## src/rtl/io_pad_bidir_bridge_pkg.sv

```systemverilog
// -----------------------------------------------------------------------------
// io_pad_pkg
// Shared types and default parameters for the pad-ring bidirectional bridge.
//   pad_state_t     : output-enable turnaround FSM encoding
//   FILTER_LEN_DEF  : default glitch-filter length (samples)
//   TURN_CYC_DEF    : default high-Z guard cycles on each enable edge
//   CNT_W_DEF       : default width of the filter / turnaround counters
// -----------------------------------------------------------------------------
package io_pad_pkg;

  typedef enum logic [1:0] {
    HIZ      = 2'd0,
    ON_WAIT  = 2'd1,
    DRIVE    = 2'd2,
    OFF_WAIT = 2'd3
  } pad_state_t;

  localparam int FILTER_LEN_DEF = 2;
  localparam int TURN_CYC_DEF   = 1;
  localparam int CNT_W_DEF      = 4;

endpackage

```

## src/rtl/io_pad_bidir_bridge_if.sv

```systemverilog
// -----------------------------------------------------------------------------
// io_pad_bidir_bridge_if
// Groups the fabric-side (IO BEL) and pad-side signals of the bridge.
//   I_top, T_top   : drive data / output enable from the IO BEL
//   O_top          : filtered pad input back to the IO BEL
//   PAD_O, PAD_OE  : pad buffer data / enable
//   PAD_I          : pad buffer input
//   TURN_BUSY      : turnaround guard in progress
//   PAD_MISMATCH   : read-back disagrees with driven data (IO_PAD_LOOPBACK_EN)
// Modports: master = fabric + pad buffer side, slave = the bridge itself.
// Optional feature macro: IO_PAD_LOOPBACK_EN
// -----------------------------------------------------------------------------
interface io_pad_bidir_bridge_if;
  import io_pad_pkg::*;

  logic I_top;
  logic T_top;
  logic O_top;
  logic PAD_O;
  logic PAD_OE;
  logic PAD_I;
  logic TURN_BUSY;
`ifdef IO_PAD_LOOPBACK_EN
  logic PAD_MISMATCH;

  modport master (
    output I_top, T_top, PAD_I,
    input  O_top, PAD_O, PAD_OE, TURN_BUSY, PAD_MISMATCH
  );

  modport slave (
    input  I_top, T_top, PAD_I,
    output O_top, PAD_O, PAD_OE, TURN_BUSY, PAD_MISMATCH
  );
`else
  modport master (
    output I_top, T_top, PAD_I,
    input  O_top, PAD_O, PAD_OE, TURN_BUSY
  );

  modport slave (
    input  I_top, T_top, PAD_I,
    output O_top, PAD_O, PAD_OE, TURN_BUSY
  );
`endif

endinterface

```

## src/rtl/io_pad_glitch_filter.sv

```systemverilog
// -----------------------------------------------------------------------------
// io_pad_glitch_filter
// Two-flop synchroniser followed by a persistence filter: q only follows the
// synchronised input after FILTER_LEN consecutive differing samples.
//   UserCLK : clock
//   Reset   : asynchronous, active-high
//   en      : filter update enable; when low, q and the counter hold while the
//             synchroniser keeps sampling
//   d       : raw pad input
//   q       : filtered output
// -----------------------------------------------------------------------------
module io_pad_glitch_filter
  import io_pad_pkg::*;
#(
  parameter int FILTER_LEN = FILTER_LEN_DEF,
  parameter int CNT_W      = CNT_W_DEF
) (
  input  logic UserCLK,
  input  logic Reset,
  input  logic en,
  input  logic d,
  output logic q
);

  // fcnt+1 == FILTER_LEN is tested as fcnt == FILTER_LEN-1 to stay in CNT_W bits
  localparam logic [CNT_W-1:0] FILTER_LAST = CNT_W'(FILTER_LEN - 1);
  localparam logic [CNT_W-1:0] CNT_ONE     = CNT_W'(1);

  logic             s1_reg;
  logic             s2_reg;
  logic             q_reg;
  logic [CNT_W-1:0] fcnt_reg;

  always_ff @(posedge UserCLK or posedge Reset) begin
    if (Reset) begin
      s1_reg   <= 1'b0;
      s2_reg   <= 1'b0;
      q_reg    <= 1'b0;
      fcnt_reg <= '0;
    end else begin
      s1_reg <= d;
      s2_reg <= s1_reg;
      if (en) begin
        if (s2_reg == q_reg) begin
          fcnt_reg <= '0;
        end else if (fcnt_reg == FILTER_LAST) begin
          q_reg    <= s2_reg;
          fcnt_reg <= '0;
        end else begin
          fcnt_reg <= fcnt_reg + CNT_ONE;
        end
      end
    end
  end

  assign q = q_reg;

endmodule

```

## src/rtl/io_pad_bidir_bridge.sv

```systemverilog
// -----------------------------------------------------------------------------
// io_pad_bidir_bridge
// Pad-side counterpart of the fabric bidirectional IO BEL.
//   UserCLK : fabric user clock
//   Reset   : asynchronous, active-high; drops PAD_OE without a clock edge
//   bus     : io_pad_bidir_bridge_if.slave
//             I_top/T_top in, O_top out (IO BEL side)
//             PAD_O/PAD_OE out, PAD_I in (pad buffer side)
//             TURN_BUSY out, high while in ON_WAIT / OFF_WAIT
// Output path: PAD_O registers I_top; PAD_OE is sequenced by a turnaround FSM
// that inserts TURN_CYC high-Z guard cycles on both enable edges.
// Input path: synchronised and glitch-filtered pad input, frozen while driving.
// Optional feature macro: IO_PAD_LOOPBACK_EN -- filter also runs while driving
// and PAD_MISMATCH flags read-back disagreeing with driven data.
// -----------------------------------------------------------------------------
module io_pad_bidir_bridge
  import io_pad_pkg::*;
#(
  parameter int FILTER_LEN = FILTER_LEN_DEF,
  parameter int TURN_CYC   = TURN_CYC_DEF,
  parameter int CNT_W      = CNT_W_DEF
) (
  input  logic                  UserCLK,
  input  logic                  Reset,
  io_pad_bidir_bridge_if.slave  bus
);

  localparam logic [CNT_W-1:0] TURN_LOAD = CNT_W'(TURN_CYC);
  localparam logic [CNT_W-1:0] CNT_ONE   = CNT_W'(1);

  pad_state_t       state_reg;
  logic [CNT_W-1:0] tcnt_reg;
  logic             pad_o_reg;
  logic             pad_oe_reg;
  logic             turn_busy_reg;
  logic             filter_en;
  logic             o_top_filt;

  // Enable FSM. PAD_OE and TURN_BUSY are assigned alongside the state change
  // so they always reflect the state being entered.
  always_ff @(posedge UserCLK or posedge Reset) begin
    if (Reset) begin
      state_reg     <= HIZ;
      tcnt_reg      <= '0;
      pad_o_reg     <= 1'b0;
      pad_oe_reg    <= 1'b0;
      turn_busy_reg <= 1'b0;
    end else begin
      pad_o_reg <= bus.I_top;
      case (state_reg)
        HIZ: begin
          if (bus.T_top) begin
            if (TURN_CYC == 0) begin
              state_reg     <= DRIVE;
              pad_oe_reg    <= 1'b1;
              turn_busy_reg <= 1'b0;
            end else begin
              state_reg     <= ON_WAIT;
              tcnt_reg      <= TURN_LOAD;
              turn_busy_reg <= 1'b1;
            end
          end
        end
        ON_WAIT: begin
          if (!bus.T_top) begin
            state_reg     <= HIZ;
            turn_busy_reg <= 1'b0;
          end else if (tcnt_reg == CNT_ONE) begin
            state_reg     <= DRIVE;
            pad_oe_reg    <= 1'b1;
            turn_busy_reg <= 1'b0;
          end else begin
            tcnt_reg <= tcnt_reg - CNT_ONE;
          end
        end
        DRIVE: begin
          if (!bus.T_top) begin
            pad_oe_reg <= 1'b0;
            if (TURN_CYC == 0) begin
              state_reg     <= HIZ;
              turn_busy_reg <= 1'b0;
            end else begin
              state_reg     <= OFF_WAIT;
              tcnt_reg      <= TURN_LOAD;
              turn_busy_reg <= 1'b1;
            end
          end
        end
        OFF_WAIT: begin
          // T_top is ignored here: a re-request always sits out the full guard
          if (tcnt_reg == CNT_ONE) begin
            state_reg     <= HIZ;
            turn_busy_reg <= 1'b0;
          end else begin
            tcnt_reg <= tcnt_reg - CNT_ONE;
          end
        end
        default: begin
          state_reg     <= HIZ;
          pad_oe_reg    <= 1'b0;
          turn_busy_reg <= 1'b0;
        end
      endcase
    end
  end

`ifdef IO_PAD_LOOPBACK_EN
  // Mismatch is only trusted once the drive has lasted long enough for the
  // driven level to pass through the synchroniser and filter.
  localparam logic [CNT_W:0] HOLD_LAST = (CNT_W + 1)'(FILTER_LEN + 2);
  localparam logic [CNT_W:0] HOLD_ONE  = (CNT_W + 1)'(1);

  logic [CNT_W:0] drive_cnt_reg;
  logic           mismatch_reg;

  assign filter_en = 1'b1;

  always_ff @(posedge UserCLK or posedge Reset) begin
    if (Reset) begin
      drive_cnt_reg <= '0;
      mismatch_reg  <= 1'b0;
    end else begin
      if (state_reg != DRIVE) begin
        drive_cnt_reg <= '0;
      end else if (drive_cnt_reg != '1) begin
        drive_cnt_reg <= drive_cnt_reg + HOLD_ONE;
      end
      mismatch_reg <= (state_reg == DRIVE) && (drive_cnt_reg >= HOLD_LAST) &&
                      (o_top_filt != pad_o_reg);
    end
  end

  assign bus.PAD_MISMATCH = mismatch_reg;
`else
  assign filter_en = (state_reg == HIZ) || (state_reg == ON_WAIT);
`endif

  io_pad_glitch_filter #(
    .FILTER_LEN (FILTER_LEN),
    .CNT_W      (CNT_W)
  ) u_filter (
    .UserCLK (UserCLK),
    .Reset   (Reset),
    .en      (filter_en),
    .d       (bus.PAD_I),
    .q       (o_top_filt)
  );

  assign bus.O_top     = o_top_filt;
  assign bus.PAD_O     = pad_o_reg;
  assign bus.PAD_OE    = pad_oe_reg;
  assign bus.TURN_BUSY = turn_busy_reg;

endmodule
```

## src/flat_wrapper.sv

```systemverilog
// flat-port wrapper written by rule: the top's interface ports become plain ports
module io_pad_bidir_bridge_flat import io_pad_pkg::*;
#(
  parameter int FILTER_LEN = FILTER_LEN_DEF,
  parameter int TURN_CYC   = TURN_CYC_DEF,
  parameter int CNT_W      = CNT_W_DEF
)
  (UserCLK, Reset, bus_I_top, bus_T_top, bus_PAD_I, bus_O_top, bus_PAD_O, bus_PAD_OE, bus_TURN_BUSY);
  io_pad_bidir_bridge_if bus_i ();
  input  logic UserCLK;
  input  logic Reset;
  input wire logic [$bits(bus_i.I_top)-1:0] bus_I_top;
  input wire logic [$bits(bus_i.T_top)-1:0] bus_T_top;
  input wire logic [$bits(bus_i.PAD_I)-1:0] bus_PAD_I;
  output wire logic [$bits(bus_i.O_top)-1:0] bus_O_top;
  output wire logic [$bits(bus_i.PAD_O)-1:0] bus_PAD_O;
  output wire logic [$bits(bus_i.PAD_OE)-1:0] bus_PAD_OE;
  output wire logic [$bits(bus_i.TURN_BUSY)-1:0] bus_TURN_BUSY;
  assign bus_i.I_top = bus_I_top;
  assign bus_i.T_top = bus_T_top;
  assign bus_i.PAD_I = bus_PAD_I;
  assign bus_O_top = bus_i.O_top;
  assign bus_PAD_O = bus_i.PAD_O;
  assign bus_PAD_OE = bus_i.PAD_OE;
  assign bus_TURN_BUSY = bus_i.TURN_BUSY;
  io_pad_bidir_bridge #(.FILTER_LEN(FILTER_LEN), .TURN_CYC(TURN_CYC), .CNT_W(CNT_W)) u_core (.UserCLK(UserCLK), .Reset(Reset), .bus(bus_i));
endmodule
```

## config.mk

```make
export PLATFORM = sky130hd
export DESIGN_NAME = io_pad_bidir_bridge_flat
export DESIGN_NICKNAME = d
export VERILOG_FILES = /design/src/rtl/io_pad_bidir_bridge_pkg.sv /design/src/rtl/io_pad_bidir_bridge_if.sv /design/src/rtl/io_pad_glitch_filter.sv /design/src/rtl/io_pad_bidir_bridge.sv /design/src/flat_wrapper.sv
export SDC_FILE = /design/constraint.sdc
export NUM_CORES = 1
export LEC_CHECK = 0
export ABC_CLOCK_PERIOD_IN_PS = 1650
export CORE_UTILIZATION = 55
export CTS_BUF_LIST = sky130_fd_sc_hd__clkbuf_8
export CTS_CLUSTER_SIZE = 24
export DETAILED_ROUTE_END_ITERATION = 6
export PLACE_DENSITY = 0.78
export REMOVE_ABC_BUFFERS = 1
export SLEW_MARGIN = 0
export SYNTH_ARGS = -nofsm -noshare
export SYNTH_HDL_FRONTEND = slang
export SYNTH_HIERARCHICAL = 1
export SYNTH_SLANG_ARGS = --single-unit
```

## constraint.sdc

```tcl
create_clock -name UserCLK -period 1.65 [get_ports UserCLK]
set_input_delay 0.33 -clock UserCLK [delete_from_list [all_inputs] [get_ports UserCLK]]
set_output_delay 0.33 -clock UserCLK [all_outputs]
set_load 0.02 [all_outputs]
```

==> run summary, run 1 <==
Outcome: finished clean
DRT antenna net count: 0
Detail Placement HPWL: 1430 µm
Register area share after synthesis: 0.473
Clock Latency Late Sink: 240 ps
Worst-margin pin slew: 452 ps
Final Cycle Share: 0.958
EDFF count, synth: 0
Worst-path fanout max: 3
Clk slew on worst S/H paths: 50 ps
Most common cell after layout, fill and taps aside: dfrtp_1
Port bufs: 8
Wire per inst: 16.8 µm
Type of the tightest min-delay check: register to register
Max-Cap Viols: 0
Synth Instances: 83
Drt drc: 0
Die height: 41.2 µm
Slowest CP cell: clkdlybuf4s50_1
Post-cts sizing count: 0
Peak supply drop: 0.00115 V
Die Area: 1700 µm²
Root buffer cell: clkbuf_8
Min Tclk post-route: 1580 ps
Setup TNS: 0 ps
Number of antenna diodes: 0
Die X-Extent: 41.2 µm
Vias in the first global route: 627
Nets: 106
Routed vias: 724
Max stage delay on crit path: 620 ps
CP required: 1320 ps
Final setup margin: 69.7 ps
Pre-CTS WS: 32.0 ps
Rows: 13
TritonCTS Buffers: 3
Via density per instance: 6.46
Post-synthesis cell type count: 42
Total global-route track usage: 0.272
First-pass GRT wire length: 2840 µm
Crit start category: register
Routed wire length: 1880 µm
Clock skew: 4.41 ps
Area Overhead vs Synth: 20.7%
RSZ-0062 raised after global routing: false
Starting density of the core: 0.620
Hold buffers post-CTS: 0
Netlist Area Pre-Place: 847 µm²
CP top delay family: buffers and inverters
Yosys warning count: 6
CTS sink cnt: 16
Core area: 1370 µm²
Most frequent cells in the layout: 16 x dfrtp_1, 8 x clkdlybuf4s50_1, 8 x inv_1
Placer Congestion: 0.811
Crit path buffers/inverters: 1
Final setup fails: 0
R2R setup slack: 90 ps
Post-synth top flop: dfrtp_1
CTS Buffer Depth: 2
Number of setup buffers added after CTS: 0
CP arrival: 1250 ps
H-tree depth: 1
DR pass1 iterations: 4
1st-iter DRT viols: 30
Pwr dens: 1660 nW/µm²
Total power draw: 1690 µW
Critical setup path kind: register to output pin
Fmax: 633 MHz
Setup crit end kind: output pin
Remaining global-route overflow: 0
Largest net degree at the start of global routing: 14
Max_slew headroom: 0.698
Slew Limit Fails: 0
Post-synthesis register bit count: 16
Final count of hold timing violations: 0
Syn Area/Cell: 10.2 µm²
Leak: 0.000456 µW
Num ports: 9
Async SR Flop Fraction: 1.00
Initial antenna violation count: 0
TritonCTS clock tree: done
Crit-path cells: clkdlybuf4s50_1
Share of cells above drive strength 1: 0.175
cells in the mapped netlist (2+ instances only):
master | number | share of area
nand2_1 | 2 | 0.0089
nand3_1 | 2 | 0.012
inv_1 | 8 | 0.035
o2111ai_1 | 2 | 0.021
ha_1 | 2 | 0.030
nor2_1 | 5 | 0.022
a21oi_1 | 5 | 0.030
nor2b_1 | 2 | 0.015
o21ai_1 | 2 | 0.012
clkbuf_1 | 2 | 0.0089
dfrtp_1 | 16 | 0.47
o21ai_0 | 4 | 0.024
a21o_1 | 2 | 0.018
metrics by stage:
step | instance area, µm² | hold slack, ps | instances | utilization
after CTS | 1020 | 355 | 112 | 0.748
after global placement | 981 | 338 | 109 | 0.718
after global routing | 1020 | 367 | 112 | 0.748
after detailed placement | 981 | 342 | 109 | 0.718
final | 1020 | 352 | 112 | 0.748
after floorplan | 830 | 133 | 79 | -
power breakdown:
group	switching [µW]	internal [µW]
Combinational	423	357
Clock	116	161
Sequential	138	498
Total	677	1020
kinds of logic after synthesis:
logic type	Yosys count	synth area share
AO/OA/AOI/OAI	27	0.222
multiplexers	2	0.0266
buffers and inverters	12	0.0561
XOR/XNOR	1	0.0192
flip-flops	16	0.473
AND/OR/NAND/NOR	23	0.174
adder cells (fa/ha/maj)	2	0.0295
worst register-to-register path: stages, from the launching register on:
cell and delay [ps]:
dfrtp_1 380, inv_1 80, ha_1 170, or3b_1 490, o311a_1 330
area by class of cell:
class	count	area [µm²]
multi-input combinational	55	399
tap	15	18.8
inverter	8	30.0
timing repair buffer	15	133
clock buffer	3	41.3
fill	104	344
sequential	16	400
layer usage:
metal	track usage	wire [µm]
met1	0.354	817
met2	0.430	893
met4	0.129	36
met3	0.0543	131
met5	0	0
final timing paths:
check | start | to | cells after the start
worst min-delay path | u_core/u_filter/s1_reg | u_core/u_filter/s2_reg | 0
min in group asynchronous | Reset | u_core/u_filter/fcnt_reg[0] | 2
worst max register to register | u_core/tcnt_reg[1] | u_core/tcnt_reg[0] | 4
worst min register to register | u_core/u_filter/s1_reg | u_core/u_filter/s2_reg | 0
worst max-delay path | u_core/u_filter/q | bus_O_top | 1
max in group asynchronous | Reset | asynchronous set/reset pin | 2
Note: power is estimated with default switching activity, not from simulation.
==> run 2: changes to the inputs <==
- CTS_CLUSTER_DIAMETER: unset -> 100
==> results of run 2 <==
Final layout, timing and power as in run 1 (identical DEF).
